**src/rtl/cache_mem_arbiter_if.sv**
```systemverilog
// rtl/cache_mem_arbiter_if.sv - cache and RAM buses shared by cache_mem_arbiter
interface cache_mem_arbiter_if;
    logic        iREN;
    logic [31:0] iaddr;
    logic        iwait;
    logic [31:0] iload;
    logic        dREN;
    logic        dWEN;
    logic [31:0] daddr;
    logic [31:0] dstore;
    logic        dwait;
    logic [31:0] dload;
    logic        ramREN;
    logic        ramWEN;
    logic [31:0] ramaddr;
    logic [31:0] ramstore;
    logic [31:0] ramload;
    logic [1:0]  ramstate;

    modport slave (
        input  iREN, iaddr, dREN, dWEN, daddr, dstore, ramload, ramstate,
        output iwait, iload, dwait, dload, ramREN, ramWEN, ramaddr, ramstore
    );

    modport master (
        output iREN, iaddr, dREN, dWEN, daddr, dstore, ramload, ramstate,
        input  iwait, iload, dwait, dload, ramREN, ramWEN, ramaddr, ramstore
    );
endinterface

```
**src/rtl/cache_mem_arbiter.sv**
```systemverilog
// rtl/cache_mem_arbiter.sv - icache/dcache arbiter for one shared RAM; ARB_STATS_EN adds grant/conflict counters
module cache_mem_arbiter #(
    parameter int BURST    = 2,
    parameter int MAX_WAIT = 8
) (
    input  logic                 CLK,
    input  logic                 nRST,
    cache_mem_arbiter_if.slave   bus
`ifdef ARB_STATS_EN
    ,
    output logic [31:0]          igrant_cnt,
    output logic [31:0]          dgrant_cnt,
    output logic [31:0]          conflict_cnt
`endif
);
    localparam int BW = $clog2(BURST + 1);
    localparam int SW = $clog2(MAX_WAIT + 1);
    localparam logic [1:0] RAM_ACCESS = 2'd2;

    typedef enum logic [1:0] {IDLE = 2'd0, IGNT = 2'd1, DGNT = 2'd2} state_t;

    state_t         state, next_state;
    logic [BW-1:0]  burst_cnt;
    logic [SW-1:0]  starve_cnt;
    logic           burst_inc;
    logic           access;
    logic           dreq;
    logic           enter_ignt;
    logic           enter_dgnt;

    assign access     = (bus.ramstate == RAM_ACCESS);
    assign dreq       = bus.dREN | bus.dWEN;
    assign enter_ignt = (state != IGNT) && (next_state == IGNT);
    assign enter_dgnt = (state != DGNT) && (next_state == DGNT);

    // Load data is a pass-through; consumers qualify it with their own wait.
    assign bus.iload = bus.ramload;
    assign bus.dload = bus.ramload;

    always_ff @(posedge CLK or negedge nRST) begin
        if (!nRST) begin
            state      <= IDLE;
            burst_cnt  <= '0;
            starve_cnt <= '0;
        end else begin
            state <= next_state;
            if (enter_dgnt)
                burst_cnt <= '0;
            else if (burst_inc)
                burst_cnt <= burst_cnt + BW'(1);
            if (enter_ignt)
                starve_cnt <= '0;
            else if (bus.iREN && state != IGNT && starve_cnt != SW'(MAX_WAIT))
                starve_cnt <= starve_cnt + SW'(1);
        end
    end

    always_comb begin
        next_state   = state;
        burst_inc    = 1'b0;
        bus.ramREN   = 1'b0;
        bus.ramWEN   = 1'b0;
        bus.ramaddr  = '0;
        bus.ramstore = '0;
        bus.iwait    = 1'b1;
        bus.dwait    = 1'b1;
        case (state)
            IDLE: begin
                // A starved icache outranks the dcache; otherwise the dcache wins ties.
                if (bus.iREN && starve_cnt == SW'(MAX_WAIT))
                    next_state = IGNT;
                else if (dreq)
                    next_state = DGNT;
                else if (bus.iREN)
                    next_state = IGNT;
            end
            IGNT: begin
                bus.ramREN  = 1'b1;
                bus.ramaddr = bus.iaddr;
                if (!bus.iREN) begin
                    next_state = IDLE;
                end else if (access) begin
                    bus.iwait  = 1'b0;
                    next_state = IDLE;
                end
            end
            DGNT: begin
                bus.ramaddr  = bus.daddr;
                bus.ramstore = bus.dstore;
                if (bus.dWEN)
                    bus.ramWEN = 1'b1;
                else if (bus.dREN)
                    bus.ramREN = 1'b1;
                if (!dreq) begin
                    next_state = IDLE;
                end else if (access) begin
                    bus.dwait = 1'b0;
                    burst_inc = 1'b1;
                    if (burst_cnt + BW'(1) == BW'(BURST))
                        next_state = IDLE;
                end
            end
            default: next_state = IDLE;
        endcase
    end

`ifdef ARB_STATS_EN
    always_ff @(posedge CLK or negedge nRST) begin
        if (!nRST) begin
            igrant_cnt   <= '0;
            dgrant_cnt   <= '0;
            conflict_cnt <= '0;
        end else begin
            if (enter_ignt)
                igrant_cnt <= igrant_cnt + 32'd1;
            if (enter_dgnt)
                dgrant_cnt <= dgrant_cnt + 32'd1;
            if (state == IDLE && bus.iREN && dreq)
                conflict_cnt <= conflict_cnt + 32'd1;
        end
    end
`endif
endmodule

```
**src/flat_wrapper.sv**
```systemverilog
// flat-port wrapper written by rule: the top's interface ports become plain ports
module cache_mem_arbiter_flat 
#(
    parameter int BURST    = 2,
    parameter int MAX_WAIT = 8
)
  (CLK, nRST, bus_iREN, bus_iaddr, bus_dREN, bus_dWEN, bus_daddr, bus_dstore, bus_ramload, bus_ramstate, bus_iwait, bus_iload, bus_dwait, bus_dload, bus_ramREN, bus_ramWEN, bus_ramaddr, bus_ramstore);
  cache_mem_arbiter_if bus_i ();
  input  logic CLK;
  input  logic nRST;
  input wire logic [$bits(bus_i.iREN)-1:0] bus_iREN;
  input wire logic [$bits(bus_i.iaddr)-1:0] bus_iaddr;
  input wire logic [$bits(bus_i.dREN)-1:0] bus_dREN;
  input wire logic [$bits(bus_i.dWEN)-1:0] bus_dWEN;
  input wire logic [$bits(bus_i.daddr)-1:0] bus_daddr;
  input wire logic [$bits(bus_i.dstore)-1:0] bus_dstore;
  input wire logic [$bits(bus_i.ramload)-1:0] bus_ramload;
  input wire logic [$bits(bus_i.ramstate)-1:0] bus_ramstate;
  output wire logic [$bits(bus_i.iwait)-1:0] bus_iwait;
  output wire logic [$bits(bus_i.iload)-1:0] bus_iload;
  output wire logic [$bits(bus_i.dwait)-1:0] bus_dwait;
  output wire logic [$bits(bus_i.dload)-1:0] bus_dload;
  output wire logic [$bits(bus_i.ramREN)-1:0] bus_ramREN;
  output wire logic [$bits(bus_i.ramWEN)-1:0] bus_ramWEN;
  output wire logic [$bits(bus_i.ramaddr)-1:0] bus_ramaddr;
  output wire logic [$bits(bus_i.ramstore)-1:0] bus_ramstore;
  assign bus_i.iREN = bus_iREN;
  assign bus_i.iaddr = bus_iaddr;
  assign bus_i.dREN = bus_dREN;
  assign bus_i.dWEN = bus_dWEN;
  assign bus_i.daddr = bus_daddr;
  assign bus_i.dstore = bus_dstore;
  assign bus_i.ramload = bus_ramload;
  assign bus_i.ramstate = bus_ramstate;
  assign bus_iwait = bus_i.iwait;
  assign bus_iload = bus_i.iload;
  assign bus_dwait = bus_i.dwait;
  assign bus_dload = bus_i.dload;
  assign bus_ramREN = bus_i.ramREN;
  assign bus_ramWEN = bus_i.ramWEN;
  assign bus_ramaddr = bus_i.ramaddr;
  assign bus_ramstore = bus_i.ramstore;
  cache_mem_arbiter #(.BURST(BURST), .MAX_WAIT(MAX_WAIT)) u_core (.CLK(CLK), .nRST(nRST), .bus(bus_i));
endmodule
```
**config.mk**
```make
export PLATFORM = sky130hd
export DESIGN_NAME = cache_mem_arbiter_flat
export DESIGN_NICKNAME = d
export VERILOG_FILES = /design/src/rtl/cache_mem_arbiter_if.sv /design/src/rtl/cache_mem_arbiter.sv /design/src/flat_wrapper.sv
export SDC_FILE = /design/constraint.sdc
export NUM_CORES = 1
export LEC_CHECK = 0
export CORE_AREA = 2 2 103 105
export CTS_CLUSTER_SIZE = 14
export DETAILED_ROUTE_END_ITERATION = 16
export DIE_AREA = 0 0 105 107
export PLACE_DENSITY_LB_ADDON = 0.1
export SYNTH_ARGS = -nofsm -noshare
export SYNTH_HDL_FRONTEND = slang
export SYNTH_SLANG_ARGS = --single-unit
```
**constraint.sdc**
```tcl
create_clock -name CLK -period 2.18 [get_ports CLK]
set_input_delay 0.436 -clock CLK [delete_from_list [all_inputs] [get_ports CLK]]
set_output_delay 0.436 -clock CLK [all_outputs]
set_load 0.05 [all_outputs]
```
# Yosys cells after proc, flatten, opt, wreduce, memory -nomap -nowiden
# Cells that the tools add are included.
dict set report op_classes {
  n_addsub 2
  mul 0
  div_mod_pow 0
  order_cmp 0
  n_eq_ne 10
  shifts 0
  muxes 28
  bitwise_logic 1
  reduce_logical 8
}
# operator count
set ops {}
lappend ops {{32-bit one-hot mux with 2 select lines} 1}
lappend ops {{32-bit 2-to-1 mux} 1}
lappend ops {{2-bit 2-to-1 mux} 10}
lappend ops {{1-bit 2-to-1 mux} 12}
lappend ops {{2-bit equality test, second input constant} 4}
lappend ops {{4-bit 2-to-1 mux} 2}
lappend ops {{2-bit one-hot mux with 3 select lines} 1}
lappend ops {{1-bit logical AND} 5}
lappend ops {{4-bit by 1-bit adder with 4-bit output, second input constant} 1}
lappend ops {{2-bit by 1-bit equality test with 1-bit output, second input constant} 2}
lappend ops {{4-bit equality test, second input constant} 1}
lappend ops {{4-bit != test, second input constant} 1}
lappend ops {{2-bit nonzero test} 2}
lappend ops {{2-bit by 1-bit adder with 2-bit output, second input constant} 1}
lappend ops {{2-bit zero test} 1}
lappend ops {{2-bit by 1-bit != test with 1-bit output, second input constant} 1}
lappend ops {{2-bit != test, second input constant} 1}
lappend ops {{1-bit one-hot mux with 2 select lines} 1}
lappend ops {{1-bit OR} 1}
dict set report word_totals {
  regBits 8
  latchBits 0
  ram_bits 0
  mem_bits_ro 0
  inputBits 135
  n_memories 0
}

# Depth between registers and ports, before layout
dict set report logic_depth {
  word_depth 9
  mapped_depth 7
  ltp_nobuf 6
}

# Worst setup path after synthesis
# OpenSTA, ideal clock, no wires.
dict set report synth_timing {
  path_type {register -> output}
  start {register u_core.state[0]}
  end {output port bus_ramaddr[12]}
  arrival_ns 1.925
  required_time_ns 1.744
  path_slack_ns -0.181
  path_stages_with_launch 7
  path_cell_list {dfrtp_1 inv_1 ha_1 clkbuf_1 clkbuf_1 a22oi_1 nor2b_1}
}
dict set report synth_via {
  elab_chain_cells 2
  elab_cells_between_ends 3
  classes_between {eq/ne (2); mux (1)}
}
# element line
set synth_lines {}
lappend synth_lines {{start: declaration} cache_mem_arbiter.sv:22} ;# state_t state, next_state;
lappend synth_lines {{start signal: assignment} cache_mem_arbiter.sv:46} ;# state <= next_state;
lappend synth_lines {{2-bit equality test / 2-bit by 1-bit equality test with 1-bit output (equally long branches)} cache_mem_arbiter.sv:67} ;# case (state)
lappend synth_lines {{32-bit one-hot mux with 2 select lines *} cache_mem_arbiter.sv:67}
lappend synth_lines {{end: declaration} flat_wrapper.sv:25} ;# output wire logic [$bits(bus_i.ramaddr)-1:0] bus_ramaddr;
# Every way passes the cells marked *; elsewhere a longest branch is shown, timed or not.

# Final worst setup path
dict set report layout_timing {
  start {register u_core.state[1]}
  end {output port bus_ramaddr[15]}
}
# Same word-level chain as after synthesis.

==> tab_implementation.tex <==
\begin{tabular}{lr}
\hline
Metric & Value \\
\hline
\multicolumn{2}{l}{\textbf{Run status}} \\
Run status & complete, no violations \\
\multicolumn{2}{l}{\textbf{Pwr}} \\
Pwr dens & 1408 mW/mm\^{}2 \\
Peak supply drop & 0.5006 mV \\
Reported leakage power & 1.544 nW \\
\multicolumn{2}{l}{\textbf{Place}} \\
Last weighted congestion value of the routability-driven placer & 0.7085 \\
Placed Area & 0.003949 sq mm \\
Number of cells after detailed placement & 469 \\
Half-perimeter wire length of the detailed placement result & 6561 um \\
Count of input and output buffers & 170 \\
\multicolumn{2}{l}{\textbf{Flow run}} \\
Maximum Capacitance Violations & 0 \\
\multicolumn{2}{l}{\textbf{Timing}} \\
Slew of the pin with the lowest slew margin & 353.8 ps \\
Number of hold violations in the final report & 0 \\
Tcrit/Tclk final & 0.9552 \\
Shortest period the worst path allows & 2082 ps \\
Sum of negative setup slack & 0 ps \\
Worst slew margin & 0.7634 \\
Setup-failing EPs final & 0 \\
Maximum achievable frequency & 480.2 MHz \\
Number of pins exceeding their max-slew limit in the final report & 0 \\
Max Clock Skew & 0.6754 ps \\
Setup repair after global routing missed its margin & no \\
\multicolumn{2}{l}{\textbf{GRT}} \\
Number of global-route vias before repair & 1920 \\
Gr usage total & 0.1331 \\
Total gr overflow & 0 \\
Global-route wire length before repair & 11850 um \\
Initial antenna violation count & 0 \\
Pin count of the biggest net entering global routing & 53 \\
\multicolumn{2}{l}{\textbf{Floorplanning}} \\
Vertical die dimension & 107 um \\
Standard-cell row count & 37 \\
Top-Level Pins & 267 \\
Effective utilization at floorplan & 0.1769 \\
Floorplan Core Area & 0.01009 sq mm \\
Total die area & 0.01124 sq mm \\
Die width & 105 um \\
\multicolumn{2}{l}{\textbf{Detailed routing}} \\
Pre-Repair DR Iteration Count & 4 \\
Via Count & 1942 \\
Remaining number of nets flagged by the antenna check after routing & 0 \\
Post-route DRC violation count & 0 \\
Drt via density & 4.106 \\
Total wire length after detailed routing & 8134 um \\
Wirelength per Cell & 17.20 um \\
Number of DRC markers after the initial detailed-route iteration & 67 \\
\multicolumn{2}{l}{\textbf{Critical path}} \\
Data arrival time of the critical path & 1650 ps \\
Worst Path Max Fanout & 29 \\
Longest individual stage delay on the worst path & 440 ps \\
Cells along the critical path & inv\_1 > ha\_2 > buf\_12 > a22oi\_1 > nor2b\_2 > buf\_12 \\
Cell type group with the largest total delay on the critical path & buffers and inverters \\
Start-to-end type of the worst setup path & reg -> out \\
Worst path required time & 1740 ps \\
Worst setup EP type & output pin \\
Most frequent cell on the critical path & buf\_12 \\
Worst path buffer plus inverter count & 3 \\
Nature of the critical path startpoint & flip-flop \\
Slowest cell on crit path & dfrtp\_2 \\
\multicolumn{2}{l}{\textbf{Synthesis}} \\
Gate count after technology mapping & 236 \\
Sequential share of the synthesized area & 0.1121 \\
Warning count from the yosys run & 0 \\
Synthesized Nets & 378 \\
Netlist area before placement & 0.001785 sq mm \\
Distinct cell type count of the synthesized netlist & 29 \\
Synth Area per Inst & 7.566 sq um \\
Number of storage elements in the synthesis netlist & 8 \\
\multicolumn{2}{l}{\textbf{Clock tree}} \\
CTS tree & done \\
Max Root-Sink Buffers & 2 \\
Clk pin slew, worst setup/hold paths & 40 ps \\
Root buffer cell & clkbuf\_8 \\
H-tree depth reported by CTS & 1 \\
Clock sink total & 8 \\
Clock buffers created by TritonCTS & 3 \\
Latest clock arrival within the worst-skew pair & 220 ps \\
\multicolumn{2}{l}{\textbf{Final layout}} \\
Fraction of final layout cells sized beyond drive strength 1 & 0.3501 \\
Nets & 481 \\
Commonest non-fill, non-tap cell in the layout & clkdlybuf4s50\_1 \\
Most frequent cells in the layout & clkdlybuf4s50\_1, buf\_12, and2\_1, a22oi\_1, nor2b\_2 \\
Cell area after layout & 0.004029 sq mm \\
Non-filler instance count after layout & 473 \\
Ant diodes & 0 \\
Area growth, synth to finish & 125.6\% \\
\multicolumn{2}{l}{\textbf{Worst hold path}} \\
Min-delay worst type & in -> async \\
\hline
\end{tabular}
==> synth_stat cells <==
cell	n	share of area
a21oi_1	1	0.0028
a221oi_2	1	0.0084
a22oi_1	33	0.14
a31oi_1	4	0.014
a32o_2	1	0.0063
and2_1	34	0.12
and2b_1	1	0.0042
buf_2	1	0.0028
buf_4	65	0.27
clkbuf_1	13	0.027
dfrtp_1	8	0.11
ha_1	7	0.049
inv_1	7	0.015
mux2i_1	2	0.011
nand2_1	4	0.0084
nand3_1	2	0.0056
nand3b_1	1	0.0042
nand4_1	1	0.0035
nand4b_1	1	0.0049
nor2_1	2	0.0042
nor2b_1	34	0.12
nor2b_4	1	0.0077
o21a_1	2	0.0084
o21ai_0	1	0.0028
o21ai_2	2	0.0098
o31a_1	1	0.0049
o41a_1	2	0.013
xnor2_1	1	0.0049
xor2_1	3	0.015
==> routing by layer <==
layer | wire length, um | up-vias | global-route usage
li1 | - | 944 | -
met1 | 2882 | 888 | 0.1393
met2 | 4505 | 108 | 0.2648
met3 | 737 | 2 | 0.04863
met4 | 9 | 0 | 0.005714
met5 | 0 | - | 0
==> final cells by class <==
class	count	area, sq um
clock buffer	3	41.29
fill	1039	6063
multi-input combinational	142	1112
timing repair buffer	177	2477
sequential	8	201.4
tap	136	170.2
inverter	7	26.28
==> report_power, final <==
part | switching [mW] | internal (mW) | leakage [nW]
combinational | 2.72 | 2.50 | 1.42
clock | 0.0551 | 0.119 | 0.0216
sequential | 0.0616 | 0.219 | 0.100
total | 2.83 | 2.84 | 1.54
==> worst paths after layout <==
path                       depth (start not counted)           startpoint                  end  slack [ps]
setup / recovery                                   6      u_core.state[1]      bus_ramaddr[15]         100
hold / removal                                     1                 nRST  u_core.burst_cnt[1]         490
setup reg to reg                                   7      u_core.state[1]  u_core.burst_cnt[1]         330
hold reg to reg                                    2  u_core.burst_cnt[0]  u_core.burst_cnt[0]         600
max in group asynchronous                          1                 nRST      u_core.state[1]        1410
min in group CLK                                   2  u_core.burst_cnt[0]  u_core.burst_cnt[0]         600
==> state kept, by name (all words and copies together) (netlist names) <==
| name | flops |
|---|---|
| u_core.state | 2 |
| u_core.starve_cnt | 4 |
| u_core.burst_cnt | 2 |
==> through the flow <==
step                setup WS [ps]    util  power (mW)  hold WS, ps
floorplan                   61.09       -       3.272        140.4
global placement            148.6  0.3913       5.454        597.7
detailed placement          123.1  0.3913       5.468        602.7
CTS                         27.78  0.3954       5.662        497.5
global route                17.68  0.3992       5.947        512.9
finish                      97.66  0.3992       5.673        487.6
==> what timing repair did <==
action | in CTS | in global routing
setup buffers | 0 | 0
hold buffers | 0 | 0
resized for setup | 0 | 3
endpoints found under the setup margin | 0 | 15
==> cells by family (layout without fill, tap and decap cells) <==
| kind of cell | after synthesis | count (layout) | share of synthesized area |
|---|---|---|---|
| AO/OA/AOI/OAI | 48 | 48 | 0.2088 |
| adder cells (fa/ha/maj) | 7 | 7 | 0.04905 |
| AND/OR/NAND/NOR | 81 | 81 | 0.2810 |
| multiplexers | 2 | 2 | 0.01121 |
| flip-flops | 8 | 8 | 0.1121 |
| buffers and inverters | 86 | 187 | 0.3182 |
| XOR/XNOR | 4 | 4 | 0.01963 |
Power figures use the tool's default switching activity.
